`src/rtl/cmac_seq.sv`:
```
// Sequenced complex multiply-accumulate: init + sum(a[k]*b[k]) with one shared
// real multiplier stepping through the four partial products of each sample.
module cmac_seq #(
  parameter int DW   = 16,
  parameter int ACCW = 40,
  parameter int LW   = 8
) (
  input  logic            clk,
  input  logic            rst,
  input  logic            start,
  input  logic [LW-1:0]   len,
  input  logic [ACCW-1:0] init_re,
  input  logic [ACCW-1:0] init_im,
  input  logic            in_valid,
  output logic            in_ready,
  input  logic [DW-1:0]   a_re,
  input  logic [DW-1:0]   a_im,
  input  logic [DW-1:0]   b_re,
  input  logic [DW-1:0]   b_im,
  output logic            out_valid,
  input  logic            out_ready,
  output logic [ACCW-1:0] out_re,
  output logic [ACCW-1:0] out_im,
  output logic            busy
);

  typedef enum logic [1:0] {
    S_IDLE = 2'd0,
    S_LOAD = 2'd1,
    S_MAC  = 2'd2,
    S_OUT  = 2'd3
  } state_e;

  localparam logic [LW-1:0] CNT_ONE = LW'(1'b1);

  state_e          state_q, state_d;
  logic [1:0]      phase_q, phase_d;
  logic [LW-1:0]   count_q, count_d;
  logic [ACCW-1:0] acc_re_q, acc_re_d, acc_im_q, acc_im_d;
  logic [DW-1:0]   opa_re_q, opa_re_d, opa_im_q, opa_im_d;
  logic [DW-1:0]   opb_re_q, opb_re_d, opb_im_q, opb_im_d;
  logic [ACCW-1:0] out_re_q, out_re_d, out_im_q, out_im_d;
  logic            in_ready_q, in_ready_d, out_valid_q, out_valid_d, busy_q, busy_d;
  logic [DW-1:0]   mul_a_s, mul_b_s;
  logic [2*DW-1:0] prod_s;
  logic [ACCW-1:0] prod_ext_s;

  // State and datapath registers
  always_ff @(posedge clk or posedge rst) begin
    if (rst) begin
      state_q     <= S_IDLE;
      phase_q     <= 2'd0;
      count_q     <= '0;
      acc_re_q    <= '0;
      acc_im_q    <= '0;
      opa_re_q    <= '0;
      opa_im_q    <= '0;
      opb_re_q    <= '0;
      opb_im_q    <= '0;
      out_re_q    <= '0;
      out_im_q    <= '0;
      in_ready_q  <= 1'b0;
      out_valid_q <= 1'b0;
      busy_q      <= 1'b0;
    end else begin
      state_q     <= state_d;
      phase_q     <= phase_d;
      count_q     <= count_d;
      acc_re_q    <= acc_re_d;
      acc_im_q    <= acc_im_d;
      opa_re_q    <= opa_re_d;
      opa_im_q    <= opa_im_d;
      opb_re_q    <= opb_re_d;
      opb_im_q    <= opb_im_d;
      out_re_q    <= out_re_d;
      out_im_q    <= out_im_d;
      in_ready_q  <= in_ready_d;
      out_valid_q <= out_valid_d;
      busy_q      <= busy_d;
    end
  end

  // Next-state logic
  always_comb begin
    state_d = state_q;
    case (state_q)
      S_IDLE: begin
        if (start) begin
          state_d = (len != '0) ? S_LOAD : S_OUT;
        end else begin
          state_d = S_IDLE;
        end
      end
      S_LOAD: begin
        if (in_valid && in_ready_q) begin
          state_d = S_MAC;
        end else begin
          state_d = S_LOAD;
        end
      end
      S_MAC: begin
        if (phase_q == 2'd3) begin
          state_d = (count_q != CNT_ONE) ? S_LOAD : S_OUT;
        end else begin
          state_d = S_MAC;
        end
      end
      S_OUT: begin
        if (out_ready) begin
          state_d = S_IDLE;
        end else begin
          state_d = S_OUT;
        end
      end
      default: state_d = S_IDLE;
    endcase
  end

  // Handshake flags are registered from the next state so they line up with it
  always_comb begin
    in_ready_d  = 1'b0;
    out_valid_d = 1'b0;
    busy_d      = 1'b1;
    case (state_d)
      S_IDLE:  busy_d      = 1'b0;
      S_LOAD:  in_ready_d  = 1'b1;
      S_MAC:   busy_d      = 1'b1;
      S_OUT:   out_valid_d = 1'b1;
      default: busy_d      = 1'b0;
    endcase
  end

  // Shared multiplier operand select and accumulator update
  always_comb begin
    phase_d  = phase_q;
    count_d  = count_q;
    acc_re_d = acc_re_q;
    acc_im_d = acc_im_q;
    opa_re_d = opa_re_q;
    opa_im_d = opa_im_q;
    opb_re_d = opb_re_q;
    opb_im_d = opb_im_q;
    out_re_d = out_re_q;
    out_im_d = out_im_q;
    case (phase_q)
      2'd0:    begin mul_a_s = opa_re_q; mul_b_s = opb_re_q; end
      2'd1:    begin mul_a_s = opa_im_q; mul_b_s = opb_im_q; end
      2'd2:    begin mul_a_s = opa_re_q; mul_b_s = opb_im_q; end
      2'd3:    begin mul_a_s = opa_im_q; mul_b_s = opb_re_q; end
      default: begin mul_a_s = '0;       mul_b_s = '0;       end
    endcase
    // Low 2*DW bits of the sign-extended product equal the signed product
    prod_s     = {{DW{mul_a_s[DW-1]}}, mul_a_s} * {{DW{mul_b_s[DW-1]}}, mul_b_s};
    prod_ext_s = {{(ACCW-2*DW){prod_s[2*DW-1]}}, prod_s};
    case (state_q)
      S_IDLE: begin
        if (start) begin
          acc_re_d = init_re;
          acc_im_d = init_im;
          count_d  = len;
          phase_d  = 2'd0;
        end else begin
          phase_d  = 2'd0;
        end
      end
      S_LOAD: begin
        if (in_valid && in_ready_q) begin
          opa_re_d = a_re;
          opa_im_d = a_im;
          opb_re_d = b_re;
          opb_im_d = b_im;
          phase_d  = 2'd0;
        end else begin
          phase_d  = phase_q;
        end
      end
      S_MAC: begin
        phase_d = phase_q + 2'd1;
        case (phase_q)
          2'd0:    acc_re_d = acc_re_q + prod_ext_s;
          2'd1:    acc_re_d = acc_re_q - prod_ext_s;
          2'd2:    acc_im_d = acc_im_q + prod_ext_s;
          2'd3:    begin
            acc_im_d = acc_im_q + prod_ext_s;
            count_d  = count_q - CNT_ONE;
          end
          default: acc_re_d = acc_re_q;
        endcase
      end
      S_OUT:   phase_d = 2'd0;
      default: phase_d = 2'd0;
    endcase
    // Result is latched once, on entry to OUT, and held afterwards
    if (state_d == S_OUT && state_q != S_OUT) begin
      out_re_d = acc_re_d;
      out_im_d = acc_im_d;
    end else begin
      out_re_d = out_re_q;
      out_im_d = out_im_q;
    end
  end

  assign in_ready  = in_ready_q;
  assign out_valid = out_valid_q;
  assign busy      = busy_q;
  assign out_re    = out_re_q;
  assign out_im    = out_im_q;

endmodule

```
`config.mk`:
```
export PLATFORM = sky130hd
export DESIGN_NAME = cmac_seq
export DESIGN_NICKNAME = d
export VERILOG_FILES = /design/src/rtl/cmac_seq.sv
export SDC_FILE = /design/constraint.sdc
export NUM_CORES = 1
export LEC_CHECK = 0
export CAP_MARGIN = 5
export CORE_ASPECT_RATIO = 1.4
export CORE_MARGIN = 2
export CORE_UTILIZATION = 54
export CTS_CLUSTER_SIZE = 20
export DETAILED_ROUTE_END_ITERATION = 10
export GPL_ROUTABILITY_DRIVEN = 0
export PLACE_DENSITY_LB_ADDON = 0.05
export SLEW_MARGIN = 20
export SYNTH_ARGS = -nofsm -noshare
export SYNTH_HDL_FRONTEND = slang
export SYNTH_SLANG_ARGS = --single-unit
```
`constraint.sdc`:
```
create_clock -name clk -period 10.9 [get_ports clk]
set_clock_uncertainty 0.05 [all_clocks]
set_input_delay 1.635 -clock clk [delete_from_list [all_inputs] [get_ports clk]]
set_output_delay 1.635 -clock clk [all_outputs]
set_load 0.005 [all_outputs]
```
**Yosys cells after proc, flatten, opt, wreduce, memory -nomap -nowiden**

Cells that the tools add are included.

- Output and inout bits: 83
- Bits in registers: 239
- Input bits: 157

- Reduce and logical (&&, ||, !) cells: 15
- Multiply operators: 1
- Mux-type cells: 23
- Equal/unequal tests: 13
- $add $sub $neg: 5

Operator list:

| operator | number |
|---|---|
| $pmux 40 s2 | 3 |
| $mux 40 | 3 |
| $add 40x40->40 | 2 |
| $pmux 16 s2 | 2 |
| $sub 40x40->40 | 1 |
| $mul 16x16->32 | 1 |
| $mux 8 | 2 |
| $pmux 8 s2 | 1 |
| $mux 2 | 7 |
| $reduce_or 2->1 | 6 |
| $eq 2x2->1 const B | 5 |
| $ne 2x2->1 const B | 4 |
| $ne 8x1->1 const B | 1 |
| $pmux 2 s4 | 1 |
| $reduce_bool 8->1 | 1 |
| $sub 8x1->8 const B | 1 |
| $eq 2x1->1 const B | 3 |
| $logic_not 2->1 | 3 |
| $pmux 2 s3 | 1 |
| $mux 1 | 3 |
| $reduce_and 3->1 | 1 |
| $add 2x1->2 const B | 1 |
| $logic_and 1x1->1 | 2 |
| $reduce_and 2->1 | 1 |
| $reduce_bool 2->1 | 1 |

**Longest topological paths before layout**

Gate-level depths: netlist of the first run.

- Depth after elaboration: 7
- Gate-level depth with buffers: 46
- Depth with buffers taken out: 43

**Worst setup path after synthesis of the first run**

No wires, ideal clock.

- Kind: reg2reg
- Start: register phase_q[0]
- End: register out_re_q[39] (netlist: out_re[39])
- Arrival time: 10,128 ps
- Setup time: 92 ps
- Stages on the path, launching flop included: 43
- Data required time: 10,758 ps
- Path slack: 630 ps
- Cell sequence: dfrtp_1 -> ha_1 -> clkbuf_8 -> nor2_1 -> clkbuf_1 -> clkbuf_1 -> mux2i_1 -> nor2_1 -> fa_1 -> inv_1 -> fa_1 -> fa_1 -> inv_1 -> fa_1 -> fa_1 -> inv_1 -> fa_1 -> inv_1 -> [... 7 more ...] -> nor4_4 -> and2_1 -> inv_1 -> nor2_1 -> nor2_1 -> xnor2_1 -> ha_1 -> a21o_1 -> a21o_1 -> a211oi_1 -> a21bo_2 -> nand2_1 -> o31ai_1 -> a41oi_1 -> xor2_1 -> o21ai_1 -> nor3b_2 -> o31ai_2

- Word-level cells in the longest chain between the ends: 7

Ends and longest elaborated chain:

| element | line | RTL |
|---|---|---|
| start: declaration | 37 | `logic [1:0] phase_q, phase_d;` |
| start signal: assignment | 67 | `phase_q <= phase_d;` |
| $eq 2x2->1 (tied with other cells) | 102, 145 |  |
| $reduce_or 2->1 (no line) | -- |  |
| $pmux 16 s2 | 145 | `case (phase_q)` |
| $mul 16x16->32 | 153 | `prod_s = {{DW{mul_a_s[DW-1]}}, mul_a_s} * {{DW{mul_b_s[DW-1]}}, mul_b_s};` |
| $sub 40x40->40 / $add 40x40->40 (equally long branches) | 181, 180 |  |
| $pmux 40 s2 | 179 | `case (phase_q)` |
| $pmux 40 s2 | 155 | `case (state_q)` |
| end signal: assignment | 75 | `out_re_q <= out_re_d;` |
| end: declaration | 42 | `logic [ACCW-1:0] out_re_q, out_re_d, out_im_q, out_im_d;` |

Parallel ways exist; a longest one is shown, timed or not.
A chain may end at the register's enable or synchronous reset.

**Final worst setup path of the first run**

Ends and elaborated chain as after synthesis.

==> results.yml, run 1 <==
setup_path:
  crit_family: "adder cells"
  worst_path_most_repeated_cell: "fa_1"
  startpoint: "phase_q[0]"
  crit_fanout: 31
  cp-end-kind: "flip-flop"
  reg2reg_from: "phase_q[0]"
  slowest_delay_ps: 540
  slowest_stage: "fa_1"
  arrival_ps: 10970
  cp_num_buf_inv: 4
  required_ps: 11330
  critical_path_class: "reg2reg"
  start_kind: "flip-flop"
sta:
  drv_slew: 0
  timing.hold.ws_ps: 426
  worst_pin_slew_ps: 880
  fin_crit_sh_pct: 96.7
  period_needed_ps: 10540
  slew-limit-headroom_pct: 41.3
  setup_viol: 0
  fin_tns_setup_ps: 0
  fmax_mhz: 94.9
  hold_viol: 0
synthesis:
  synth_top_family_by_area: "adder cells"
  synth_area_leaders: "dfrtp_1 (23%), fa_1 (21%), ha_1 (8.1%)"
  yosysTopAreaCell: "dfrtp_1"
  yosys.area.top_type_share_pct: 23.3
  synth_nets: 3424
  synth_simple_gate_area_share_pct: 13.7
  ys_seq_area_share_pct: 23.3
  async_flop_share_pct: 100
  synthXorXnorAreaFrac_pct: 4.33
  synth-compound-area-share_pct: 17.0
  synth-main-ff-cell: "dfrtp_1"
  yosys.cell_types.count: 89
  syn_inst: 2836
  synth_fa_ha_area_share_pct: 28.8
  ys_seq_elements: 239
  yosysWarnings: 0
  netlist_area_um2: 25600
  synthMuxAreaShare_pct: 6.08
  synth.avg_cell_area_um2: 9.04
  synth-edff-count: 0
detailed_routing:
  drc_errors: 0
  wl_per_cell_um: 22.5
  num_vias: 22300
  drt_wl_total_um: 83200
  vias_per_cell: 6.03
  ant_nets: 0
  drtIter0Drc: 1593
  firstDrtPassIters: 6
floorplan:
  row_count: 94
  core_area_um2: 46900
  die_area_um2: 49300
  start_util_pct: 54.6
  die_w_um: 188
  top_level_ports: 240
  die_height_um: 262
layout:
  drive_above_1_share_pct: 9.55
  final_util_pct: 63.7
  diodes: 0
  final_common_cell: "nand2_1"
  mostFrequentLayoutCells: "nand2_1 (367), inv_1 (330), nor2_1 (272), fa_1 (261)"
  fin_nets: 3645
  layout-area-overhead-vs-synth_pct: 16.6
global_routing:
  grt_max_degree: 100
  antenna_found_initial: 0
  grt_pass1_wl_um: 131000
  grt_usage_pct: 34.4
  grt_pass1_vias: 23400
  globalRouteOverflowTotal: 0
placed_design:
  port_buffers: 239
  dp_hpwl_um: 65400
clock_tree:
  clk_path_buf_depth: 3
  cts_made_buffers: 26
  cts_tree: "done"
  cts_hold_buf: 0
  clk-insertion-delay-late_ps: 600
  h-tree-depth: 1
  cts-root-buf: "clkbuf_16"
  cts.clk_slew.worst_paths_ps: 70
  clock_sinks: 239
flow_run:
  drv_cap: 0
worst_hold_path:
  hold_path.startpoint: "out_im[18]"
  hold_path_class: "reg2reg"
status:
  status: "finished clean"
## routing by layer
| layer | global-route usage, % | wire (µm) | up-vias |
|---|---|---|---|
| met1 | 37.8 | 29400 | 11000 |
| met3 | 4.89 | 4750 | 320 |
| met5 | 0 | 0 | - |
| met2 | 61.0 | 41600 | 948 |
| li1 | - | - | 10100 |
| met4 | 24.9 | 7420 | 0 |
## cells in the mapped netlist (21+ instances only)
| cell | count |
|---|---|
| o22a_1 | 52 |
| xor2_1 | 32 |
| nand2b_1 | 21 |
| a21oi_1 | 157 |
| dfrtp_1 | 239 |
| nor2_1 | 275 |
| o21ai_0 | 92 |
| fa_1 | 264 |
| mux2_2 | 103 |
| nand2_1 | 368 |
| inv_1 | 332 |
| xnor2_1 | 88 |
| clkbuf_1 | 83 |
| ha_1 | 167 |
| nand3_1 | 23 |
| mux2i_1 | 40 |
| o22ai_1 | 76 |
| nor3_1 | 25 |
| a21o_1 | 48 |
## tightest hold or removal path, cell delays in order, from the launching register on
cell	delay [ps]
dfrtp_1	340
nand2_1	50
nand2_1	60
## path summary, 6_finish.rpt
| path | end | slack [ps] | cells after the start |
|---|---|---|---|
| worst max-delay path | out_re[39] | 360 | 38 |
| worst min-delay path | out_im[18] | 430 | 2 |
| worst max register to register | out_re[39] | 360 | 38 |
| worst min register to register | out_im[18] | 430 | 2 |
| max in group asynchronous | out_im[6] | 7980 | 3 |
| min in group asynchronous | out_re[13] | 1500 | 2 |
## per-stage QoR
stage | instance area (µm²) | std cells | setup WS (ps)
2_1_floorplan | 25600 | 2836 | 630
3_3_place_gp | 28800 | 3651 | 18.8
3_5_place_dp | 28800 | 3651 | -100
4_1_cts | 29700 | 3699 | 30.8
5_1_grt | 29900 | 3701 | -49.5
6_report | 29900 | 3701 | 357
## area by class of cell
cell class / instances / area (µm²)
Clock buffer: 35 / 744
Clock inverter: 13 / 133
Fill cell: 3956 / 17000
Inverter: 332 / 1250
Multi-Input combinational cell: 2155 / 18100
Sequential cell: 239 / 5980
Tap cell: 624 / 781
Timing Repair Buffer: 303 / 2900
## state kept, by name (all words and copies together), names as in the netlist, 8 cells and up
signal,cells
opb_im_q,16
acc_im_q,40
opa_re_q,16
acc_re_q,40
out_re,40
opa_im_q,16
out_im,40
count_q,8
opb_re_q,16
## kinds of logic after synthesis
family                     after synthesis
muxes                                  143
and+or+nand+nor                        811
AOI/OAI and AO/OA                      647
adders and majority gates              431
buffers and inverters                  442
xor gates and xnor gates               123
DFF                                    239
## repair_timing
action                     4_1_cts  5_1_grt
setup endpoints to repair        3       36
gates resized for setup          1       35
pin swaps                        0        3
setup buffers                    0        2
Power of run 1 is left out: the tool's default activity adds up to more than one toggle a clock period on the data nets, which glitch-free logic cannot reach.
==> run 2: changes to the inputs <==
--- a/config.mk
+++ b/config.mk
@@ -5,10 +5,10 @@
 export SDC_FILE = /design/constraint.sdc
 export NUM_CORES = 1
 export LEC_CHECK = 0
+export ABC_AREA = 1
 export CAP_MARGIN = 5
-export CORE_ASPECT_RATIO = 1.4
 export CORE_MARGIN = 2
-export CORE_UTILIZATION = 54
+export CORE_UTILIZATION = 55
 export CTS_CLUSTER_SIZE = 20
 export DETAILED_ROUTE_END_ITERATION = 10
 export GPL_ROUTABILITY_DRIVEN = 0
==> run 2 against run 1 <==
Via count grew 18%; synthesized cell count grew 30%; core utilization grew 0.75 points; non-clock buffer count grew 6; first-iteration DRC count grew 65%; flip-flop and latch count is the same; sequential share of layout area shrank 1.1 points; routed wire length grew 5.2%; critical path type unchanged; highest routed layer is now met5.
==> results.yml, run 2 <==
global_routing:
  grt_pass1_wl_um: 139000
  grt_max_degree: 120
  grt_usage_pct: 34.6
  grt_pass1_vias: 26100
  antenna_found_initial: 2
  globalRouteOverflowTotal: 0
synthesis:
  synth_common_cells: "nand2_1 (893), inv_1 (656), nor2_1 (372)"
  syn_inst: 3680
  netlist_area_um2: 27300
  yosys.area.top_type_share_pct: 21.9
  yosysTopAreaCell: "dfrtp_1"
  synth-edff-count: 0
  ys_seq_area_share_pct: 21.9
  async_flop_share_pct: 100
  synth.avg_cell_area_um2: 7.42
  yosysMostFrequentCell: "nand2_1"
  ys_seq_elements: 239
  yosys.cell_types.count: 60
  synth_nets: 4268
  yosysWarnings: 0
  synth-main-ff-cell: "dfrtp_1"
  synth_area_leaders: "dfrtp_1 (22%), fa_1 (19%), nand2_1 (12%)"
layout:
  fin_nets: 4507
  mostFrequentLayoutCells: "nand2_1 (891), inv_1 (654), nor2_1 (370), fa_1 (264), clkdlybuf4s50_1 (239)"
  drive_above_1_share_pct: 6.45
  diodes: 0
  layout-area-overhead-vs-synth_pct: 15.5
  final_common_cell: "nand2_1"
sta:
  setup_viol: 0
  period_needed_ps: 10200
  slew-limit-headroom_pct: 30.5
  fin_tns_setup_ps: 0
  hold_viol: 0
  rsz0062_at_grt: "no"
  worst_pin_slew_ps: 1040
  fin_crit_sh_pct: 93.5
  drv_slew: 0
  fmax_mhz: 98.1
floorplan:
  row_count: 81
  core_area_um2: 49000
  die_area_um2: 51500
  top_level_ports: 240
  start_util_pct: 55.8
  die_w_um: 227
  die_height_um: 227
clock_tree:
  cts.clk_slew.worst_paths_ps: 60
  cts_tree: "done"
  clk_path_buf_depth: 3
  h-tree-depth: 1
  postCtsSetupBuffers: 0
  clock_sinks: 239
  clk-insertion-delay-late_ps: 550
  cts_made_buffers: 27
  cts-root-buf: "clkbuf_16"
detailed_routing:
  wl_per_cell_um: 19.0
  firstDrtPassIters: 7
  num_vias: 26300
  vias_per_cell: 5.71
  drtIter0Drc: 2626
  drt_wl_total_um: 87600
  ant_nets: 0
  drc_errors: 0
setup_path:
  r2r_slack_ps: 700
  arrival_ps: 10580
  cp-end-kind: "flip-flop"
  cp_num_buf_inv: 6
  start_kind: "flip-flop"
  slowest_delay_ps: 580
  startpoint: "phase_q[0]"
  crit_family: "adder cells"
  critical_path_class: "reg2reg"
  worstReg2RegEnd: "out_re[28]"
  worst_path_most_repeated_cell: "nand2_1"
  cp_num_cells: 42
  crit_fanout: 18
  required_ps: 11290
  rr_worst_depth: 42
  timing.critical_path.to: "out_re[28]"
  slowest_stage: "o21ai_0"
  reg2reg_from: "phase_q[0]"
status:
  status: "finished clean"
flow_run:
  drv_cap: 0
placed_design:
  dp_hpwl_um: 70200
  port_buffers: 239
worst_hold_path:
  hold_depth: 2
  hold_path_class: "reg2reg"
-- run 2: cell types whose count changed in the layout (fill, tap and decap cells not counted), moves of 57 or more --
cell,previous run,this run
nand2_1,367,891
xnor2_1,86,29
nor2_1,272,370
inv_1,330,654
nand3_1,22,150
o22ai_1,76,3
mux2_2,100,40
-- run 2: repair_timing --
action | 4_1_cts | 5_1_grt
setup endpoints to repair | 0 | 29
resized for setup | 0 | 5
hold buffers | 0 | 0
-- run 2: metal layers --
metal / wire [µm] / global-route usage (%)
met5: 13 / 0
met4: 2700 / 10.3
met3: 9230 / 7.67
met2: 38100 / 53.4
met1: 37500 / 48.6
-- run 2: tightest hold or removal path: stages (launching register included) --
cell and delay (ps):
dfrtp_1 340, nand2_1 50, nand2_1 50
-- run 2: worst min path at each step --
| stage | from | end | slack, ps |
|---|---|---|---|
| after global placement | out_re[12] | out_re[12] | 410 |
| after global routing | out_re[24] | out_re[24] | 450 |
| after floorplan | count_q[4] | count_q[4] | 420 |
| after CTS | out_im[5] | out_im[5] | 430 |
| after detailed placement | out_im[0] | out_im[0] | 410 |
| final | out_re[12] | out_re[12] | 430 |
-- run 2: cell type report --
| cell class | instances | area, µm² |
|---|---|---|
| Clock buffer | 38 | 767 |
| Timing Repair Buffer | 309 | 2920 |
| Inverter | 687 | 2590 |
| Fill cell | 4351 | 17400 |
| Tap cell | 664 | 831 |
| Multi-Input combinational cell | 2655 | 18400 |
| Sequential cell | 239 | 5980 |
| Clock inverter | 8 | 50.0 |
-- run 2: cell families (layout without fill, tap and decap cells) --
kind of cell,Yosys count,in the layout,share of synthesized area [%]
simple gates,1562,1562,23.9
buf+inv,786,1042,10.9
compound gates,552,552,12.2
fa+ha+maj,431,431,27.0
flops,239,239,21.9
xor+xnor,70,70,2.48
mux,40,40,1.65
-- run 2: metrics by stage --
stage          utilization [%]  hold slack [ps]  area, µm²  worst slack [ps]  std cells
2_1_floorplan                -              419      27300              1960       3680
3_3_place_gp              62.7              412      30700               465       4554
3_5_place_dp              62.7              414      30700               322       4554
4_1_cts                   64.4              430      31500               282       4600
5_1_grt                   64.4              452      31500              8.92       4600
6_report                  64.4              428      31500               705       4600
Power of run 2 is left out for the same reason.
==> run 3: changes to the inputs <==
--- a/config.mk
+++ b/config.mk
@@ -6,7 +6,7 @@
 export NUM_CORES = 1
 export LEC_CHECK = 0
 export ABC_AREA = 1
-export CAP_MARGIN = 5
+export CAP_MARGIN = 40
 export CORE_MARGIN = 2
 export CORE_UTILIZATION = 55
 export CTS_CLUSTER_SIZE = 20
==> run 3 against run 2 <==
Largest cell class unchanged; global-route usage about the same; worst setup slack better by 44 ps; critical path type unchanged; cell count up 0.24%; fmax up 0.43%; clock-buffer cell count down 5; routed wire length about the same; via count about the same; register-to-register slack better by 40 ps; core utilization up 0.64 points; flip-flop and latch count unchanged; worst hold slack worse by 3.6 ps; critical path depth unchanged; highest routed layer unchanged.
==> results.yml, run 3 (same netlist as run 2, synthesis figures left out) <==
status:
  status: "finished clean"
floorplan:
  die_area_um2: 51500
  start_util_pct: 55.8
  core_area_um2: 49000
  die_height_um: 227
  row_count: 81
  top_level_ports: 240
  die_w_um: 227
worst_hold_path:
  hold_path_class: "reg2reg"
  min_to: "out_re[16]"
  hold_path.startpoint: "out_re[16]"
  hold_depth: 2
setup_path:
  required_ps: 11330
  cp-end-kind: "flip-flop"
  worstReg2RegEnd: "out_re[28]"
  arrival_ps: 10580
  reg2reg_from: "phase_q[0]"
  slowest_delay_ps: 610
  r2r_slack_ps: 750
  rr_worst_depth: 42
  start_kind: "flip-flop"
  slowest_stage: "o21ai_0"
  crit_fanout: 18
  worst_path_most_repeated_cell: "nand2_1"
  critical_path_class: "reg2reg"
global_routing:
  globalRouteOverflowTotal: 0
  grt_pass1_vias: 26300
  grt_max_degree: 120
  grt_pass1_wl_um: 139000
  grt_usage_pct: 34.5
  antenna_found_initial: 3
layout:
  final_area_um2: 31900
  num-fill-cells: 4282
  layout-area-overhead-vs-synth_pct: 16.6
  fin_nets: 4516
  drive_above_1_share_pct: 6.82
  regArea_um2: 5980
  multi_input_comb_area_um2: 18400
  mostFrequentLayoutCells: "nand2_1 (891), inv_1 (654), nor2_1 (370), fa_1 (263), clkdlybuf4s50_1 (239)"
  final_common_cell: "nand2_1"
clock_tree:
  cts_tree: "done"
  clock_sinks: 239
  cts_made_buffers: 28
  postCtsSetupBuffers: 0
  clk-insertion-delay-late_ps: 590
  clk_path_buf_depth: 3
  cts-root-buf: "clkbuf_16"
  cts.clk_slew.worst_paths_ps: 60
  h-tree-depth: 1
placed_design:
  placed_cell_area_um2: 30800
  dp_hpwl_um: 70600
  port_buffers: 239
sta:
  worst_pin_slew_ps: 858
  setup_viol: 0
  slew-limit-headroom_pct: 42.8
  hold_viol: 0
  rsz0062_at_grt: "no"
  drv_slew: 0
  fin_tns_setup_ps: 0
  period_needed_ps: 10150
  fin_crit_sh_pct: 93.1
  fmax_mhz: 98.5
  timing.hold.ws_ps: 424
flow_run:
  drv_cap: 0
detailed_routing:
  firstDrtPassIters: 7
  drtIter0Drc: 2458
  vias_per_cell: 5.70
  ant_nets: 0
  wl_per_cell_um: 19.0
  num_vias: 26300
  drc_errors: 0
  drt_wl_total_um: 87600
[run 3: cell types whose count changed in the layout (fill, tap and decap cells not counted), sizes merged]
cell	change
buf	+8
clkbuf	-5
bufinv	+4
clkinv	+2
inv	+2
clkinvlp	-1
diode	+1
[run 3: worst max path at each step]
stage	from	end	slack [ps]	depth (start not counted)
3_3_place_gp	phase_q[0]	out_re[39]	460	44
4_1_cts	phase_q[0]	out_re[39]	730	43
6_report	phase_q[0]	out_re[28]	750	42
3_5_place_dp	phase_q[0]	out_re[39]	770	43
5_1_grt	phase_q[0]	out_re[39]	30	41
2_1_floorplan	phase_q[0]	out_re[39]	1960	48
[run 3: metal layers]
metal / GRT usage (%) / wire (µm) / vias up / share of wire [%]
met2: 53.7 / 38300 / 1316 / 44
met1: 47.6 / 36700 / 12600 / 42
met4: 10.5 / 2970 / 6 / 3.4
met5: 0 / 43 / - / 0.049
met3: 8.64 / 9630 / 218 / 11
li1: - / - / 12100 / -
[run 3: per-stage QoR]
step,utilization [%],instances,setup WS (ps)
floorplan,-,3680,1960
global placement,62.7,4554,465
detailed placement,62.9,4558,772
CTS,64.8,4606,729
global route,65.1,4610,31.8
finish,65.1,4611,748
[run 3: final cells by class]
type | instances | area share, %
Antenna cell | 1 | 0.00785
Sequential cell | 239 | 18.8
Tap cell | 664 | 2.61
Timing Repair Buffer | 317 | 9.70
Inverter | 687 | 8.12
Clock inverter | 15 | 0.683
Multi-Input combinational cell | 2655 | 57.8
Clock buffer | 33 | 2.35
[run 3: critical path: cells and delay by family (launching register included)]
kind            cells  cell delay, ps
xor+xnor            3             760
fa+ha+maj           9            4040
compound gates      3             870
simple gates       21            2950
flops               1             370
buf+inv             6            1020
[run 3: repair_timing]
action | CTS | global route
hold buffers | 0 | 0
setup endpoints to repair | 0 | 5
gates resized for setup | 0 | 5
hold endpoints to repair | 0 | 0
Power of run 3 is left out for the same reason.
